<file path="src/rtl/serial_to_parallel_if.sv">
// Serial-to-parallel bus: serial bit input side plus the word valid/ready output
// side, with status flags. The slave modport is the deserialiser's view; the
// master modport is the view of whatever feeds bits in and consumes words.
interface serial_to_parallel_if #(
   parameter int WIDTH = 8
);
   logic             d;
   logic             d_valid;
   logic [WIDTH-1:0] data;
   logic             data_valid;
   logic             data_ready;
   logic             busy;
   logic             overrun;
   logic             parity_err;

   modport slave (
      input  d,
      input  d_valid,
      input  data_ready,
      output data,
      output data_valid,
      output busy,
      output overrun,
      output parity_err
   );

   modport master (
      output d,
      output d_valid,
      output data_ready,
      input  data,
      input  data_valid,
      input  busy,
      input  overrun,
      input  parity_err
   );
endinterface

</file>
<file path="src/rtl/serial_to_parallel.sv">
// serial_to_parallel: deserialiser fed by the Dff stage's q output.
// Shifts in one bit per d_valid edge and assembles WIDTH-bit words. Each
// completed word is offered on a valid/ready handshake. A word that completes
// while the previous one is still unconsumed is dropped and sets sticky overrun.
// Optional feature macro: PARITY_CHECK_EN -- each word is followed by one even
// parity bit (expected d = ^word), the word commits on that parity edge, and a
// mismatch sets sticky parity_err. Without the macro, parity_err is tied to 0.
module serial_to_parallel #(
   parameter int WIDTH     = 8,
   parameter bit MSB_FIRST = 1'b1
) (
   input logic                clk,
   input logic                rst,
   serial_to_parallel_if.slave bus
);

   localparam int CW = $clog2(WIDTH);
   localparam logic [CW-1:0] LAST_CNT = CW'(WIDTH - 1);

`ifdef PARITY_CHECK_EN
   typedef enum logic [1:0] {S_IDLE, S_SHIFT, S_PARITY} state_t;
`else
   typedef enum logic [1:0] {S_IDLE, S_SHIFT} state_t;
`endif

   state_t           state;
   logic [CW-1:0]    bit_cnt;
   logic [WIDTH-1:0] shift;
   logic [WIDTH-1:0] shift_next;
   logic [WIDTH-1:0] data_q;
   logic             data_valid_q;
   logic             overrun_q;
   logic             commit;
   logic [WIDTH-1:0] commit_word;
`ifdef PARITY_CHECK_EN
   logic             parity_err_q;
`endif

   // Next shift-register value and whether this edge delivers a finished word.
   always_comb begin
      shift_next  = shift;
      commit      = 1'b0;
      commit_word = shift;
      if (MSB_FIRST) begin
         shift_next = {shift[WIDTH-2:0], bus.d};
      end else begin
         shift_next = {bus.d, shift[WIDTH-1:1]};
      end
`ifdef PARITY_CHECK_EN
      commit      = bus.d_valid && (state == S_PARITY);
      commit_word = shift;
`else
      commit      = bus.d_valid && (state == S_SHIFT) && (bit_cnt == LAST_CNT);
      commit_word = shift_next;
`endif
   end

   // Bit-collection FSM plus the output word register and its handshake.
   always_ff @(posedge clk) begin
      if (rst) begin
         state        <= S_IDLE;
         bit_cnt      <= '0;
         shift        <= '0;
         data_q       <= '0;
         data_valid_q <= 1'b0;
         overrun_q    <= 1'b0;
`ifdef PARITY_CHECK_EN
         parity_err_q <= 1'b0;
`endif
      end else begin
         case (state)
            S_IDLE: begin
               if (bus.d_valid) begin
                  shift   <= shift_next;
                  bit_cnt <= CW'(1);
                  state   <= S_SHIFT;
               end
            end
            S_SHIFT: begin
               if (bus.d_valid) begin
                  shift <= shift_next;
                  if (bit_cnt == LAST_CNT) begin
                     bit_cnt <= '0;
`ifdef PARITY_CHECK_EN
                     state   <= S_PARITY;
`else
                     state   <= S_IDLE;
`endif
                  end else begin
                     bit_cnt <= bit_cnt + CW'(1);
                  end
               end
            end
`ifdef PARITY_CHECK_EN
            S_PARITY: begin
               if (bus.d_valid) begin
                  if (bus.d != (^shift)) begin
                     parity_err_q <= 1'b1;
                  end
                  state <= S_IDLE;
               end
            end
`endif
            default: begin
               state   <= S_IDLE;
               bit_cnt <= '0;
            end
         endcase

         // A commit against an unconsumed word that is not being taken this
         // edge loses the new word; otherwise the new word replaces the old.
         if (commit) begin
            if (data_valid_q && !bus.data_ready) begin
               overrun_q <= 1'b1;
            end else begin
               data_q       <= commit_word;
               data_valid_q <= 1'b1;
            end
         end else if (data_valid_q && bus.data_ready) begin
            data_valid_q <= 1'b0;
         end
      end
   end

   assign bus.data       = data_q;
   assign bus.data_valid = data_valid_q;
   assign bus.overrun    = overrun_q;
   assign bus.busy       = (state != S_IDLE);
`ifdef PARITY_CHECK_EN
   assign bus.parity_err = parity_err_q;
`else
   assign bus.parity_err = 1'b0;
`endif

endmodule

</file>
<file path="src/flat_wrapper.sv">
// flat-port wrapper written by rule: the top's interface ports become plain ports
module serial_to_parallel_flat 
#(
   parameter int WIDTH     = 8,
   parameter bit MSB_FIRST = 1'b1
)
  (clk, rst, bus_d, bus_d_valid, bus_data_ready, bus_data, bus_data_valid, bus_busy, bus_overrun, bus_parity_err);
  serial_to_parallel_if #(.WIDTH(WIDTH)) bus_i ();
  input logic clk;
  input logic rst;
  input wire logic [$bits(bus_i.d)-1:0] bus_d;
  input wire logic [$bits(bus_i.d_valid)-1:0] bus_d_valid;
  input wire logic [$bits(bus_i.data_ready)-1:0] bus_data_ready;
  output wire logic [$bits(bus_i.data)-1:0] bus_data;
  output wire logic [$bits(bus_i.data_valid)-1:0] bus_data_valid;
  output wire logic [$bits(bus_i.busy)-1:0] bus_busy;
  output wire logic [$bits(bus_i.overrun)-1:0] bus_overrun;
  output wire logic [$bits(bus_i.parity_err)-1:0] bus_parity_err;
  assign bus_i.d = bus_d;
  assign bus_i.d_valid = bus_d_valid;
  assign bus_i.data_ready = bus_data_ready;
  assign bus_data = bus_i.data;
  assign bus_data_valid = bus_i.data_valid;
  assign bus_busy = bus_i.busy;
  assign bus_overrun = bus_i.overrun;
  assign bus_parity_err = bus_i.parity_err;
  serial_to_parallel #(.WIDTH(WIDTH), .MSB_FIRST(MSB_FIRST)) u_core (.clk(clk), .rst(rst), .bus(bus_i));
endmodule
</file>
<file path="config.mk">
export PLATFORM = sky130hd
export DESIGN_NAME = serial_to_parallel_flat
export DESIGN_NICKNAME = d
export VERILOG_FILES = /design/src/rtl/serial_to_parallel_if.sv /design/src/rtl/serial_to_parallel.sv /design/src/flat_wrapper.sv
export SDC_FILE = /design/constraint.sdc
export NUM_CORES = 1
export LEC_CHECK = 0
export BUFFER_PORTS_ARGS = -buffer_cell sky130_fd_sc_hd__buf_2
export CAP_MARGIN = 10
export CORE_UTILIZATION = 44
export DETAILED_ROUTE_END_ITERATION = 6
export PLACE_DENSITY = 0.68
export SYNTH_ARGS = -nofsm -noshare
export SYNTH_HDL_FRONTEND = slang
export SYNTH_SLANG_ARGS = --single-unit
</file>
<file path="constraint.sdc">
create_clock -name clk -period 1.4 [get_ports clk]
set_input_delay 0.14 -clock clk [delete_from_list [all_inputs] [get_ports clk]]
set_output_delay 0.14 -clock clk [all_outputs]
set_load 0.02 [all_outputs]
</file>
=== Word level (Yosys, flattened, before mapping) ===
Index checks and enable logic that the tools add are counted.

* Input port bits: 5
* Word-level logic and storage cells: 40
* Register bits: 22
* Output and inout port bits: 12

* Bitwise logic cells: 1
* Reductions and logical operators: 15
* Equality and inequality tests: 6
* Add/subtract/negate cells: 1
* Mux-type cells: 11

{| class="wikitable"
|+ Operator list
! operator !! number
|-
| $reduce_and 2->1 || 5
|-
| $mux 3 || 3
|-
| $ne 2x2->1 const B || 4
|-
| $mux 2 || 3
|-
| $pmux 3 s2 || 1
|-
| $logic_and 1x1->1 || 4
|-
| $pmux 2 s2 || 1
|-
| $reduce_bool 2->1 || 2
|-
| $add 3x1->3 const B || 1
|-
| $eq 3x3->1 const B || 1
|-
| $mux 1 || 3
|-
| $reduce_and 3->1 || 1
|-
| $eq 2x1->1 const B || 1
|-
| $logic_not 2->1 || 1
|-
| $reduce_or 2->1 || 1
|-
| $logic_not 1->1 || 1
|-
| $not 1->1 || 1
|}

=== Logic depth before layout (Yosys ltp) ===
Gate-level depths: netlist (run 1).

* Depth in word-level cells: 5
* Gate-level depth with buffers: 6
* Depth with buffers taken out: 5

=== Least setup slack after synthesis (run 1) ===
OpenSTA, ideal clock, no wires.

* Kind: register -> register
* Start point: register u_core.bit_cnt[0]
* End point: register u_core.data_q[2] (netlist: u_core.bus.data[2])
* Period minus slack after synthesis: 1.483 ns
* Stages on the path, launching flop included: 7
* Arrival: 1.413 ns
* Path buffers: 1
* Path slack: -0.083 ns
* Setup time: 0.070 ns
* Path through: dfxtp_1 > ha_1 > ha_1 > nand3_4 > buf_6 > or3b_1 > a21oi_1

* Word-level cells in the longest chain between the ends: 3

{| class="wikitable"
|+ RTL lines
! item !! RTL line !! RTL
|-
| start: declaration || serial_to_parallel.sv:27 || <nowiki>logic [CW-1:0] bit_cnt;</nowiki>
|-
| start signal: assignment || serial_to_parallel.sv:90 || <nowiki>bit_cnt <= bit_cnt + CW'(1);</nowiki>
|-
| $eq 3x3->1 || serial_to_parallel.sv:53 || <nowiki>commit = bus.d_valid && (state == S_SHIFT) && (bit_cnt == LAST_CNT);</nowiki>
|-
| $logic_and 1x1->1 || serial_to_parallel.sv:53 ||
|-
| $reduce_and 2->1 (no source line) || n/a ||
|-
| end signal: assignment || serial_to_parallel.sv:116 || <nowiki>data_q <= commit_word;</nowiki>
|-
| end: declaration || serial_to_parallel.sv:30 || <nowiki>logic [WIDTH-1:0] data_q;</nowiki>
|}

No other way between the ends.
A chain may end at the register's enable or synchronous reset.

=== Worst setup path after layout (run 1) ===
* Start point: register u_core.bit_cnt[0]
* End point: register u_core.data_q[7] (netlist: u_core.bus.data[7])

The elaborated chain is that of the path after synthesis.

==> flow_summary.json, run 1 <==
{
  "crit_required_ps": 1640,
  "grt_pass1_wl_um": 2550,
  "io_pins": 17,
  "crit_chain": "ha_4 -> ha_4 -> nand3_4 -> or3b_2 -> a21oi_2",
  "slew_violations": 0,
  "clock_sinks": 21,
  "port_buffers": 15,
  "multi_input_area_um2": 428,
  "wl_per_cell_um": 12.3,
  "worstPathArrival_ps": 1650,
  "hpwl_um": 1030,
  "rsz0062_at_grt": "true",
  "cp_top_family": "simple AND/OR/NAND/NOR gates",
  "synth-seq-cells": 21,
  "cts_tree": "built",
  "synth_top_cell_area_share_pct": 48.3,
  "r2r-start": "u_core.bit_cnt[0]$_SDFFE_PP0P_",
  "power_density_mw_per_mm2": 946,
  "initial_core_util_pct": 48.8,
  "grt_pass1_vias": 586,
  "drc": 0,
  "dieArea_mm2": 0.00216,
  "core_mm2": 0.00178,
  "antenna_left": 0,
  "clock_skew_ps": 5.07,
  "root_buffer": "clkbuf_4",
  "violations": "setup timing",
  "cts_setup_buffers": 0,
  "slowest_stage": "or3b_2",
  "worstPathMaxFanout": 7,
  "drt-initial-drc-count": 7,
  "nets": 112,
  "path_class": "reg2reg",
  "gr-usage-met2_pct": 24.7,
  "dieHeight_um": 46.5,
  "worst_r2r_endpoint": "u_core.bus.data[7]$_SDFFE_PP0P_",
  "max_freq_ghz": 0.710,
  "endpoint_kind": "register",
  "reg2reg_slack_ps": -8,
  "period_needed_ps": 1410,
  "p_leak_nw": 0.404,
  "path_buf_inv": 0,
  "synth_top_area_cell": "dfxtp_1",
  "drv_cap": 0,
  "grt_max_degree": 22,
  "hp-start": "bus_d",
  "cp_common_cell": "ha_4",
  "via_per_inst": 5.04,
  "clkTransAtPathRegs_ps": 120,
  "worstRegToRegCells": 5,
  "grt_use_met3_pct": 5.10,
  "top_usage_layer": "met2",
  "hold_violations": 0,
  "h-tree-depth": 1,
  "hp-class": "in2reg",
  "seq_area_um2": 423,
  "worstSkewPairLatency_ps": 300,
  "antenna_found_initial": 0,
  "wirelength_um": 1580,
  "final_core_util_pct": 57.3,
  "holdBufCountCts": 0,
  "numCtsBuffers": 3,
  "cp_slowest_stage_delay_ps": 460,
  "netlist_top_cells_area": "dfxtp_1 (48%), mux2i_1 (8.1%), a21oi_1 (5.8%)",
  "fin_ws_ps": -7.97,
  "area_delta_synth_final_pct": 17.6,
  "start_kind": "register",
  "ys_warn_count": 0,
  "ys_types": 22,
  "avgSynthCellArea_um2": 10.1,
  "post_dp_cell_area_um2": 963,
  "synth_cells": 86,
  "syn_area_um2": 870,
  "cts_buffer_depth": 2,
  "overflow": 0,
  "status": "finished, violations left",
  "place_ws_ps": -35.4,
  "max-vdd-ir-drop_v": 0.000476,
  "gp_congestion": 0.705,
  "met1_usage_pct": 22.2,
  "die_w_um": 46.5,
  "layout-drive-gt1-share_pct": 34.6,
  "fillCellCount": 166,
  "finalInstanceArea_mm2": 0.00102,
  "track_usage_pct": 17.2,
  "layout_common_cells": "dfxtp_1 (19), buf_2 (15), nor2_1 (11)",
  "vias": 650,
  "rows": 15,
  "syn_nets": 93,
  "mostFrequentLayoutCell": "dfxtp_1",
  "yosysSeqAreaShare_pct": 48.3,
  "setup_viol_count_final": 3,
  "n_antenna_cell": 0,
  "hold_end": "u_core.shift[0]$_SDFFE_PP0P_",
  "whs_path_depth": 3,
  "period_share_pct": 101,
  "firstDrtPassIters": 4
}
[worst register-to-register path, cell delays in order, from the launching register on]
cell and delay, ps:
dfxtp_2 380, ha_4 140, ha_4 160, nand3_4 90
or3b_2 460, a21oi_2 120
[registers in the layout (all words and copies together), names as in the netlist]
register and cells:
u_core.bit_cnt 3, u_core.state 1, u_core.bus.data 8, u_core.shift 7, u_core.bus.data_valid 1, u_core.bus.overrun 1
[report_power, final]
part	switching, W	internal, W
sequential	0.00000952	0.000607
clock	0.000186	0.000106
combinational	0.0000362	0.0000227
[cells by family (layout without fill, tap and decap cells)]
logic type / count (synthesis) / after routing / share of synthesized area (%)
buffers and inverters: 7 / 24 / 7.63
muxes: 7 / 7 / 8.06
and+or+nand+nor: 25 / 26 / 18.6
other: 1 / 1 / 0.431
AOI/OAI and AO/OA: 23 / 23 / 14.1
DFF: 21 / 21 / 48.3
adders and majority gates: 2 / 2 / 2.88
[timing repair]
item	4_1_cts	5_1_grt
gates resized for setup	3	2
endpoints found under the setup margin	3	9
gates cloned	1	0
[final cells by class]
class | instances | area share, %
repair buffers | 20 | 11.0
multi-input cells | 59 | 41.9
well taps | 25 | 3.06
flip-flops and latches | 21 | 41.4
clock inverters | 1 | 0.490
clock buffers | 3 | 2.20
[cells in the mapped netlist, drive strengths merged]
| cell type | instances |
|---|---|
| a21oi | 10 |
| a31oi | 1 |
| a41oi | 1 |
| buf | 4 |
| clkbuf | 3 |
| conb | 1 |
| dfxtp | 21 |
| ha | 2 |
| mux2i | 7 |
| nand2b | 2 |
| nand3 | 2 |
| nand4b | 1 |
| nor2 | 11 |
| nor2b | 1 |
| o211ai | 1 |
| o21ai | 10 |
| or3b | 8 |
[per-layer routing]
layer  part of all wire (%)  vias to the layer above
met3                    3.7                        6
li1                       -                      337
met5                      0                        -
met4                    3.3                        0
met1                     48                      290
met2                     45                       17
[worst max-delay path by stage]
stage	from	to	slack (ps)	cells after the start
2_1_floorplan	u_core.bit_cnt[1]$_SDFFE_PP0P_	u_core.bus.data[2]$_SDFFE_PP0P_	10	6
3_3_place_gp	u_core.bit_cnt[1]$_SDFFE_PP0P_	u_core.bus.data[3]$_SDFFE_PP0P_	0.4	5
3_5_place_dp	u_core.bit_cnt[1]$_SDFFE_PP0P_	u_core.bus.data[7]$_SDFFE_PP0P_	-40	5
4_1_cts	u_core.bit_cnt[1]$_SDFFE_PP0P_	u_core.bus.data[7]$_SDFFE_PP0P_	3	5
5_1_grt	u_core.bit_cnt[1]$_SDFFE_PP0P_	u_core.bus.data[7]$_SDFFE_PP0P_	-40	5
6_report	u_core.bit_cnt[0]$_SDFFE_PP0P_	u_core.bus.data[7]$_SDFFE_PP0P_	-8	5
[through the flow]
stage	hold slack [ps]	total power, W	setup TNS, ps	std cells
CTS	101	0.000973	0	129
finish	106	0.000967	-12.6	129
global route	112	0.00100	-105	129
detailed placement	409	0.000682	-72.5	124
floorplan	209	0.000672	0	86
global placement	403	0.000682	0	124
(Power assumes the default switching activity.)
==> run 2: changes to the inputs <==
CORE_UTILIZATION = 35   (was 44)
PLACE_DENSITY = default   (was 0.68)
==> run 2 against run 1 <==
The flow still finishes with violations (setup timing). Sequential cell count did not move. Clock power fell by 4%. First-iteration DRC count rose by 43%. Critical path type unchanged. Largest cell class unchanged. Highest routed layer unchanged.
==> flow_summary.json, run 2 (synthesis gave the netlist of run 1 again) <==
{
  "rows": 17,
  "layout-drive-gt1-share_pct": 34.9,
  "numCtsBuffers": 3,
  "max_slew.worst_pin.slew_ps": 546,
  "track_usage_pct": 14.0,
  "path_class": "reg2reg",
  "final_core_util_pct": 45.8,
  "dieHeight_um": 51.8,
  "die_w_um": 51.8,
  "cts_buffer_depth": 2,
  "endpoint_kind": "register",
  "initial_core_util_pct": 38.2,
  "max_freq_ghz": 0.711,
  "port_buffers": 15,
  "routed.top_layer": "met4",
  "clkTransAtPathRegs_ps": 110,
  "h-tree-depth": 1,
  "status": "finished, violations left",
  "nets": 114,
  "grt_pass1_wl_um": 2720,
  "slowest_stage": "or3b_2",
  "power_density_mw_per_mm2": 920,
  "hp-class": "in2reg",
  "wirelength_um": 1640,
  "post_dp_cell_area_um2": 975,
  "slew_violations": 0,
  "crit_chain": "ha_4 -> ha_4 -> nand3_4 -> or3b_2 -> a21oi_1",
  "firstDrtPassIters": 4,
  "io_pins": 17,
  "gp_congestion": 0.754,
  "layout_common_cells": "dfxtp_1 (19), buf_2 (15), nor2_1 (11)",
  "drt-met1-wl_um": 802,
  "period_share_pct": 100,
  "drc": 0,
  "vias": 668,
  "grt_pass1_vias": 625,
  "drt-initial-drc-count": 10,
  "crit_required_ps": 1640,
  "violations": "setup timing",
  "cp_slowest_stage_delay_ps": 460,
  "largest_reg_flops": 8,
  "mostFrequentLayoutCell": "dfxtp_1",
  "worstSkewPairLatency_ps": 300,
  "grt_max_degree": 22,
  "n_antenna_cell": 0,
  "worstPathMaxFanout": 7,
  "antenna_left": 0,
  "root_buffer": "clkbuf_4",
  "cts_tree": "built",
  "max-vdd-ir-drop_v": 0.000635,
  "period_needed_ps": 1410,
  "finalSetupTns_ps": -10.5,
  "clock_skew_ps": 5.37,
  "setup_viol_count_final": 2,
  "antenna_found_initial": 0,
  "drv_cap": 0,
  "start_kind": "register",
  "via_per_inst": 4.99,
  "overflow": 0,
  "holdBufCountCts": 0,
  "rsz0062_at_grt": "true",
  "p_leak_nw": 0.411,
  "wl_per_cell_um": 12.2,
  "cp_common_cell": "ha_4",
  "path_buf_inv": 0,
  "hpwl_um": 1080,
  "wl_met3_um": 75,
  "area_delta_synth_final_pct": 19.9,
  "dieArea_mm2": 0.00269,
  "finalInstanceArea_mm2": 0.00104,
  "worstPathArrival_ps": 1640,
  "core_mm2": 0.00228,
  "hold_violations": 0,
  "fin_ws_ps": -6.27,
  "maxSlewHeadroom_pct": 63.4,
  "place_ws_ps": -131,
  "cp_top_family": "simple AND/OR/NAND/NOR gates",
  "wl_met2_um": 743,
  "clock_sinks": 21
}
-- run 2: stage by stage --
| step | hold slack (ps) | instances | power, W |
|---|---|---|---|
| 6_report | 95.8 | 134 | 0.000958 |
| 5_1_grt | 81.3 | 134 | 0.00101 |
| 4_1_cts | 86.9 | 133 | 0.000978 |
| 3_5_place_dp | 409 | 128 | 0.000684 |
| 3_3_place_gp | 396 | 128 | 0.000682 |
| 2_1_floorplan | 209 | 86 | 0.000672 |
-- run 2: area by class of cell --
class	instances	area, um2
sequential	21	423
tap	28	35.0
fill	240	1230
clock buffer	4	26.3
multi-input combinational	59	430
timing repair buffer	22	128
-- run 2: path summary, 6_finish.rpt --
check                                  startpoint                         endpoint  slack [ps]  cells past startpoint
hold reg to reg   u_core.bus.data[2]$_SDFFE_PP0P_  u_core.bus.data[2]$_SDFFE_PP0P_         480                      2
setup / recovery   u_core.bit_cnt[1]$_SDFFE_PP0P_  u_core.bus.data[0]$_SDFFE_PP0P_          -6                      5
hold / removal                              bus_d     u_core.shift[0]$_SDFFE_PP0P_         100                      3
setup reg to reg   u_core.bit_cnt[1]$_SDFFE_PP0P_  u_core.bus.data[0]$_SDFFE_PP0P_          -6                      5
-- run 2: worst min-delay path: cells and delay by family --
family	cells	cell delay [ps]
buffers and inverters	1	90
and+or+nand+nor	1	80
muxes	1	60
-- run 2: routing by layer --
layer | vias to the layer above | track usage, %
li1 | 344 | -
met1 | 310 | 16.6
met2 | 12 | 22.0
met3 | 2 | 6.14
met4 | 0 | 5.41
met5 | - | 0
-- run 2: power by group --
group / switching (W) / total, W / internal [W]
Clock: 0.000170 / 0.000281 / 0.000111
Sequential: 0.00000891 / 0.000615 / 0.000607
Combinational: 0.0000368 / 0.0000622 / 0.0000254
-- run 2: what timing repair did --
action                                  4_1_cts  5_1_grt
endpoints found under the hold margin         0        0
cloned                                        1        0
endpoints found under the setup margin        9        5
setup buffers                                 0        1
gates resized for setup                       3        3
==> run 3: changes to the inputs <==
TNS_END_PERCENT = 5   (was default)
clock period = 1.35 ns   (was 1.4 ns; I/O delays follow)
==> run 3 against run 2 <==
The run now ends clean. Global-route usage is 1.5 points lower. Core utilization is 0.49 points higher. Maximum frequency is 5.8% higher. Highest routed layer unchanged. Die area stayed put. Power is 3.8% higher. Critical path type unchanged. Largest cell class unchanged. Cell count stayed put. First-iteration DRC count is 60% lower. Setup slack better by 27 ps. Worst hold slack better by 2.6 ps. Design area is 1.1% higher. Routed wire length is 2.0% lower.
==> flow_summary.json, run 3 (synthesis gave the netlist of run 1 again) <==
{
  "wl_per_cell_um": 12.0,
  "n_antenna_cell": 0,
  "overflow": 0,
  "slew_violations": 0,
  "path_class": "reg2reg",
  "worstPathMaxFanout": 6,
  "worstRegToRegCells": 5,
  "worstPathArrival_ps": 1560,
  "nets": 114,
  "drc": 0,
  "vias": 652,
  "clock_skew_ps": 3.42,
  "setup_viol_count_final": 0,
  "largest_reg_flops": 8,
  "fin_ws_ps": 20.8,
  "grt_max_degree": 22,
  "clkPwrFrac_pct": 29.6,
  "rows": 17,
  "dieHeight_um": 51.8,
  "numCtsBuffers": 3,
  "p_total_w": 0.000995,
  "period_share_pct": 98.5,
  "final_core_util_pct": 46.3,
  "hp-class": "in2reg",
  "grt_pass1_vias": 584,
  "status": "complete, no violations",
  "antenna_found_initial": 0,
  "drv_cap": 0,
  "io_pins": 17,
  "layout_common_cells": "dfxtp_1 (18), buf_2 (15), nor2_1 (11)",
  "cts_tree": "built",
  "initial_core_util_pct": 38.2,
  "whs_path_depth": 3,
  "crit_required_ps": 1580,
  "via_per_inst": 4.87,
  "hp-start": "bus_d",
  "antenna_left": 0,
  "hold_violations": 0,
  "gp_congestion": 0.680,
  "reg2reg_slack_ps": 20,
  "swShare_pct": 23.3,
  "firstDrtPassIters": 2,
  "layout-drive-gt1-share_pct": 37.7,
  "grt_pass1_wl_um": 2480,
  "hold_end": "u_core.shift[0]$_SDFFE_PP0P_",
  "clkTransAtPathRegs_ps": 120,
  "drt-initial-drc-count": 4,
  "place_ws_ps": -48.4,
  "holdWs_ps": 98.3,
  "clock_sinks": 21,
  "hpwl_um": 1070,
  "power_density_mw_per_mm2": 945,
  "track_usage_pct": 12.5,
  "r2r-start": "u_core.bit_cnt[1]$_SDFFE_PP0P_",
  "root_buffer": "clkbuf_4",
  "die_w_um": 51.8,
  "start_kind": "register",
  "period_needed_ps": 1330,
  "worst_r2r_endpoint": "u_core.bus.data[2]$_SDFFE_PP0P_",
  "p_leak_nw": 0.417,
  "port_buffers": 15,
  "h-tree-depth": 1,
  "worstSkewPairLatency_ps": 290,
  "dieArea_mm2": 0.00269,
  "max_freq_ghz": 0.752,
  "power_frac_comb_pct": 5.9,
  "p_sw_w": 0.000232,
  "area_delta_synth_final_pct": 21.2,
  "max-vdd-ir-drop_v": 0.000615,
  "p_seq_share_pct": 64.5,
  "mostFrequentLayoutCell": "dfxtp_1",
  "wirelength_um": 1610,
  "rsz0062_at_grt": "true",
  "cts_buffer_depth": 2,
  "endpoint_kind": "register",
  "core_mm2": 0.00228,
  "intPower_w": 0.000764
}
-- run 3: power groups by stage --
stage | sequential (W) | combinational [W] | clock (W)
after floorplan | 0.000655 | 0.0000442 | 0
after global placement | 0.000655 | 0.0000524 | 0
after detailed placement | 0.000655 | 0.0000524 | 0
after CTS | 0.000641 | 0.0000535 | 0.000307
after global routing | 0.000644 | 0.0000647 | 0.000337
final | 0.000642 | 0.0000590 | 0.000295
-- run 3: timing repair --
action                                  CTS  global route
setup buffers                             0             2
endpoints found under the setup margin    8             8
hold buffers                              0             0
endpoints found under the hold margin     0             0
gates cloned                              0             1
pin swaps                                 1             0
resized for setup                         1             7
-- run 3: per-layer routing --
metal	share of wire [%]	global-route usage, %
met3	3.9	2.92
met4	0.31	5.41
met2	47	19.4
met1	49	16.2
met5	0	0
-- run 3: how the worst max path moves through the flow --
stage / slack, ps / to / startpoint
3_5_place_dp: -50 / u_core.bus.data[1]$_SDFFE_PP0P_ / u_core.bus.data_valid$_SDFFE_PP0P_
6_report: 20 / u_core.bus.data[2]$_SDFFE_PP0P_ / u_core.bit_cnt[1]$_SDFFE_PP0P_
5_1_grt: -50 / u_core.bus.data[2]$_SDFFE_PP0P_ / u_core.bit_cnt[1]$_SDFFE_PP0P_
3_3_place_gp: -40 / u_core.bus.data[3]$_SDFFE_PP0P_ / u_core.bit_cnt[1]$_SDFFE_PP0P_
2_1_floorplan: -7 / u_core.bus.data[2]$_SDFFE_PP0P_ / u_core.bit_cnt[1]$_SDFFE_PP0P_
4_1_cts: -70 / u_core.bus.data[3]$_SDFFE_PP0P_ / u_core.bit_cnt[1]$_SDFFE_PP0P_
-- run 3: through the flow --
step	std cells	area, um2	setup TNS (ps)
2_1_floorplan	86	898	-7.06
3_3_place_gp	127	980	-85.3
3_5_place_dp	127	980	-299
4_1_cts	131	1010	-194
5_1_grt	134	1050	-175
6_report	134	1050	0
-- run 3: layout make-up --
| class | instances | area (um2) |
|---|---|---|
| Multi-Input combinational cell | 59 | 439 |
| Sequential cell | 21 | 424 |
| Clock inverter | 1 | 5.00 |
| Timing Repair Buffer | 22 | 128 |
| Tap cell | 28 | 35.0 |
| Clock buffer | 3 | 22.5 |
| Fill cell | 218 | 1220 |
-- run 3: critical path, cell delays in order (launching register included) --
cell	delay, ps
dfxtp_2	370
ha_4	140
ha_4	150
nand3_4	90
or3b_1	370
a21oi_1	140
